## config.mk

```make
export PLATFORM = sky130hd
export DESIGN_NAME = fetch_stage
export DESIGN_NICKNAME = d
export VERILOG_FILES = /design/src/rtl/mips_pkg.sv /design/src/rtl/if_id_reg.sv /design/src/rtl/fetch_stage.sv
export SDC_FILE = /design/constraint.sdc
export NUM_CORES = 1
export LEC_CHECK = 0
export ABC_CLOCK_PERIOD_IN_PS = 1950
export CAP_MARGIN = 10
export CORE_MARGIN = 4
export CORE_UTILIZATION = 40
export CTS_BUF_LIST = sky130_fd_sc_hd__clkbuf_8 sky130_fd_sc_hd__clkbuf_16
export CTS_CLUSTER_DIAMETER = 60
export CTS_CLUSTER_SIZE = 10
export DETAILED_ROUTE_END_ITERATION = 10
export GPL_TIMING_DRIVEN = 0
export PLACE_DENSITY = 0.77
export SETUP_SLACK_MARGIN = 0.15
export SLEW_MARGIN = 20
export SYNTH_ARGS = -nofsm -noshare
export SYNTH_HDL_FRONTEND = slang
export SYNTH_SLANG_ARGS = --single-unit
```

## constraint.sdc

```tcl
create_clock -name clk -period 1.95 [get_ports clk]
set_input_delay 0.2925 -clock clk [delete_from_list [all_inputs] [get_ports clk]]
set_output_delay 0.2925 -clock clk [all_outputs]
set_load 0.005 [all_outputs]
```

## src/rtl/mips_pkg.sv

```systemverilog
// Shared types and constants for the MIPS pipeline: IF/ID register layout,
// NOP encoding and small arithmetic helpers used by the fetch stage.
package mips_pkg;

  localparam int XLEN = 32;
  localparam logic [XLEN-1:0] NOP_INST         = 32'h0000_0000;
  localparam logic [XLEN-1:0] DEFAULT_RESET_PC = 32'h0000_0000;

  typedef struct packed {
    logic            valid;
    logic [XLEN-1:0] pc;
    logic [XLEN-1:0] pc_plus4;
    logic [XLEN-1:0] inst;
  } if_id_t;

  localparam if_id_t IF_ID_EMPTY = '{valid: 1'b0, pc: '0, pc_plus4: '0, inst: NOP_INST};

  function automatic logic [XLEN-1:0] word_align(input logic [XLEN-1:0] addr);
    return {addr[XLEN-1:2], 2'b00};
  endfunction

  function automatic logic [31:0] sat_inc(input logic [31:0] value);
    return (value == 32'hFFFF_FFFF) ? value : value + 32'd1;
  endfunction

endpackage

```

## src/rtl/if_id_reg.sv

```systemverilog
// IF/ID pipeline register: reset and flush clear it to a bubble, a deasserted
// load holds the current contents.
module if_id_reg
  import mips_pkg::*;
(
  input  logic   clk,
  input  logic   rst,
  input  logic   load,
  input  logic   flush,
  input  if_id_t d,
  output if_id_t q
);

  always_ff @(posedge clk) begin
    if (rst) begin
      q <= IF_ID_EMPTY;
    end else if (flush) begin
      q <= IF_ID_EMPTY;
    end else if (load) begin
      q <= d;
    end
  end

endmodule

```

## src/rtl/fetch_stage.sv

```systemverilog
// Instruction-fetch stage: owns the PC, arbitrates redirect over stall and
// feeds the IF/ID register. Define IF_PERF_CNT_EN to add fetch/bubble counters.
module fetch_stage
  import mips_pkg::*;
#(
  parameter int              XLEN       = mips_pkg::XLEN,
  parameter logic [XLEN-1:0] RESET_PC   = mips_pkg::DEFAULT_RESET_PC,
  parameter int              IMEM_BYTES = 1024
) (
  input  logic            clk,
  input  logic            rst,
  input  logic            stall,
  input  logic            redirect_valid,
  input  logic [XLEN-1:0] redirect_pc,
  output logic [XLEN-1:0] imem_addr,
  input  logic [XLEN-1:0] imem_inst,
  output logic [XLEN-1:0] pc,
  output logic            if_id_valid,
  output logic [XLEN-1:0] if_id_pc,
  output logic [XLEN-1:0] if_id_pc_plus4,
  output logic [XLEN-1:0] if_id_inst
`ifdef IF_PERF_CNT_EN
  ,
  output logic [31:0]     perf_fetched,
  output logic [31:0]     perf_bubbles
`endif
);

  logic [XLEN-1:0] pc_q;
  logic [XLEN-1:0] pc_next;
  logic [XLEN-1:0] pc_plus4;
  logic            in_range;
  if_id_t          if_id_d;
  if_id_t          if_id_q;

  assign pc_plus4  = pc_q + XLEN'(4);
  assign in_range  = (pc_q < XLEN'(IMEM_BYTES));
  assign imem_addr = pc_q;
  assign pc        = pc_q;

  // Out-of-range fetches still record their PC but carry a NOP and valid=0.
  always_comb begin
    if_id_d          = IF_ID_EMPTY;
    if_id_d.valid    = in_range;
    if_id_d.pc       = pc_q;
    if_id_d.pc_plus4 = pc_plus4;
    if_id_d.inst     = in_range ? imem_inst : NOP_INST;
  end

  always_comb begin
    pc_next = pc_q;
    if (redirect_valid) begin
      pc_next = word_align(redirect_pc);
    end else if (!stall) begin
      pc_next = pc_plus4;
    end
  end

  always_ff @(posedge clk) begin
    if (rst) begin
      pc_q <= word_align(RESET_PC);
    end else begin
      pc_q <= pc_next;
    end
  end

  if_id_reg u_if_id_reg (
    .clk   (clk),
    .rst   (rst),
    .load  (!stall),
    .flush (redirect_valid),
    .d     (if_id_d),
    .q     (if_id_q)
  );

  assign if_id_valid    = if_id_q.valid;
  assign if_id_pc       = if_id_q.pc;
  assign if_id_pc_plus4 = if_id_q.pc_plus4;
  assign if_id_inst     = if_id_q.inst;

`ifdef IF_PERF_CNT_EN
  // A flush counts as a bubble even when it coincides with a stall.
  always_ff @(posedge clk) begin
    if (rst) begin
      perf_fetched <= '0;
      perf_bubbles <= '0;
    end else if (redirect_valid) begin
      perf_bubbles <= sat_inc(perf_bubbles);
    end else if (!stall) begin
      if (in_range) begin
        perf_fetched <= sat_inc(perf_fetched);
      end else begin
        perf_bubbles <= sat_inc(perf_bubbles);
      end
    end
  end
`endif

endmodule

```

==> impl_metrics.py <==
metrics = {
    "run_status": {
        "status": "finished, final reports clean",
    },
    "cells_and_area": {
        "areaGrowthSynthToFinish_pct": 75.8,
        "fill_cells": 973,
        "stdcell_area_mm2": 0.0107,
        "fin_cells": 1222,
        "diodes": 0,
        "multi_input_area_mm2": 0.00331,
        "seq_area_mm2": 0.00252,
        "final_layout_size_suffix_gt1_share_pct": 35.0,
        "layout.nets": 1094,
    },
    "drt": {
        "first_pass_iters": 6,
        "drt_drc_violations_left": 0,
        "drt_iter0_drc": 643,
        "num_vias": 6638,
        "drt-total-wl_um": 24200,
        "antenna_left": 0,
        "wl_per_cell_um": 19.8,
        "viasPerCell": 5.43,
    },
    "timing": {
        "setup_viol": 0,
        "setup_ws_ns": 0.00685,
        "max_freq_mhz": 515,
        "timing.final.crit_share_pct": 99.6,
        "drv_slew": 0,
        "tightest_slew_ns": 0.770,
        "finalHoldViolCount": 0,
        "hold_slack_ns": 0.424,
        "fin_crit_ns": 1.94,
        "fin_tns_setup_ns": 0,
        "max-slew-margin-rel_pct": 48.6,
        "rsz0062_at_grt": "yes",
        "skew_ns": 0.00914,
    },
    "placement": {
        "placed_cell_area_mm2": 0.00860,
        "gp_congestion": 0.933,
        "dpl_worst_slack_ns": -0.490,
        "dp_cells": 1098,
        "hpwl_um": 14900,
        "port_buffers": 217,
    },
    "floorplan": {
        "fp.dieH_um": 131,
        "die_x_um": 131,
        "core_area_mm2": 0.0147,
        "rows": 44,
        "die-area_mm2": 0.0173,
        "initial_core_util_pct": 41.4,
        "pin_count": 229,
    },
    "global_routing": {
        "grt_pass1_wl_um": 34000,
        "track_usage_pct": 24.8,
        "overflow": 0,
        "antenna_found_initial": 0,
        "grt_pass1_vias": 6350,
        "grt_max_degree": 17,
    },
    "job": {
        "maxCapViolCount": 0,
    },
    "synth": {
        "async_flop_share_pct": 0,
        "yosysWarnings": 0,
        "synthFlopType": "dfxtp_1",
        "ys_seq_area_share_pct": 40.5,
        "avgSynthCellArea_um2": 8.82,
        "synthesis.area_mm2": 0.00609,
        "synth.most_common_cell": "nor2_1",
        "synth.largest_area_cell": "dfxtp_1",
        "synth_cell_types": 48,
        "synthTopCellsByArea": "dfxtp_1 (40%), buf_4 (8.6%), nor2_1 (7.6%)",
        "synth_cells": 690,
        "synthTopCellsByCount": "nor2_1 (124), dfxtp_1 (123), buf_4 (70)",
        "yosys_register_bits": 123,
        "synth-edff-count": 0,
        "synth_top_area_share_pct": 40.5,
    },
    "clocking": {
        "htree_levels": 4,
        "cts_tree": "built",
        "ctsRootBufferMaster": "clkbuf_16",
        "clkSlewWorstSetupHoldPaths_ns": 0.06,
        "cts_sinks": 123,
        "clkLatencyLatePin_ns": 0.43,
        "holdBufCountCts": 0,
        "cts_made_buffers": 17,
        "clock_path_buffers": 2,
    },
    "setup_path": {
        "path_max_fanout": 7,
        "path_cells": "ha_4 -> nand4_4 -> nor4_4 -> nand2b_1 -> a221oi_2 -> nor3_1",
        "crit_path_start_kind": "flop",
        "cp.arrival_ns": 2.24,
        "cp.required_ns": 2.24,
        "critPathKind": "reg -> reg",
        "critical-path-max-stage-delay_ns": 0.45,
        "crit_family": "simple AND/OR/NAND/NOR gates",
        "cp.buffers_inverters": 0,
        "crit_slowest_cell": "nor4_4",
        "end_kind": "flop",
    },
    "power_and_ir_drop": {
        "vdd_drop_max_uv": 588,
        "power_density_mw_per_mm2": 634,
        "p_leak_nw": 4.40,
    },
    "hold_path": {
        "hold_path_class": "in -> reg",
    },
}
## worst reg2reg max path, stage by stage, from the launching register on
cell and delay (ns):
dfxtp_4 0.41, ha_4 0.18, nand4_4 0.21, nor4_4 0.46, nand2b_1 0.18, a221oi_2 0.30
nor3_1 0.09
## metrics by stage
stage                     util (%)  power [mW]
final                         72.8        6.78
after global routing          72.8        6.98
after CTS                     67.7        6.66
after detailed placement      58.5        3.72
after global placement        58.5        3.71
after floorplan                  -        3.22
## layer usage
layer	global-route usage (%)	vias to the layer above	part of all wire [%]
met5	0	-	0
met4	11.4	0	5.2
met3	8.03	107	8.9
met2	41.7	412	48
met1	28.8	3160	38
li1	-	2959	-
## cell families (layout without fill, tap and decap cells)
family | after synthesis | count (layout) | synth area share [%]
AND/OR/NAND/NOR | 245 | 245 | 20.1
other | 1 | 8 | 0.0616
multiplexers | 30 | 30 | 4.93
buffers and inverters | 137 | 478 | 15.4
adder cells (fa/ha/maj) | 1 | 1 | 0.206
XOR/XNOR | 47 | 47 | 6.76
flip-flops | 123 | 123 | 40.5
AO/OA/AOI/OAI | 106 | 106 | 12.0
## flip-flops by register name, indices dropped and copies added, names as in the netlist
register,cells
u_if_id_reg.q,93
imem_addr,30
## final cells by class
cell class / count / area share [%]
multi-input cells: 437 / 30.9
plain buffers: 128 / 9.80
well taps: 184 / 2.15
inverters: 9 / 0.316
clock inverters: 12 / 0.702
flip-flops and latches: 123 / 23.6
repair buffers: 309 / 28.2
clock buffers: 20 / 4.36
## placed cells by master (no fill, tap or decap), types with 4 or more instances in the layout
master / synthesis / layout
clkbuf_1: 34 / 17
nand2_1: 37 / 34
dfxtp_4: 0 / 12
clkinv_2: 0 / 6
a22oi_2: 0 / 32
xor2_1: 22 / 20
clkbuf_16: 0 / 20
conb_1: 1 / 8
buf_8: 0 / 12
nor4_1: 15 / 4
xnor2_1: 25 / 25
clkbuf_8: 14 / 10
nor3_1: 10 / 5
a21oi_2: 0 / 4
buf_12: 0 / 7
nor4_4: 1 / 17
a211oi_2: 3 / 7
nor2_1: 124 / 118
o21bai_1: 5 / 5
dfxtp_2: 0 / 14
nor2_2: 0 / 4
buf_6: 2 / 16
nand4_1: 12 / 12
a21oi_1: 31 / 27
mux2i_1: 30 / 30
and3_1: 4 / 4
clkdlybuf4s50_1: 0 / 211
buf_4: 70 / 144
nor3_4: 0 / 7
a211oi_1: 26 / 22
dfxtp_1: 123 / 97
inv_1: 7 / 7
clkbuf_2: 2 / 15
nand3_1: 11 / 9
## final timing paths
check	start	to	slack (ns)	cells past startpoint
hold reg to reg	u_if_id_reg.q[85]	u_if_id_reg.q[85]	0.46	2
setup reg to reg	imem_addr[3]	u_if_id_reg.q[56]	0.007	6
setup / recovery	imem_addr[3]	u_if_id_reg.q[56]	0.007	6
hold / removal	redirect_pc[2]	imem_addr[2]	0.42	3
## what timing repair did
action / 4_1_cts / 5_1_grt
buffers inserted: 56 / 31
pin swaps: 33 / 108
gates cloned: 1 / 4
resized for setup: 96 / 119
endpoints found under the setup margin: 129 / 111
## power by group
part	leakage [nW]	switching [mW]	internal, mW
clock network	0.272	1.19	1.71
registers	1.01	0.0931	2.59
logic	3.12	0.518	0.685
total	4.40	1.80	4.98
Power figures use the tool's default switching activity.
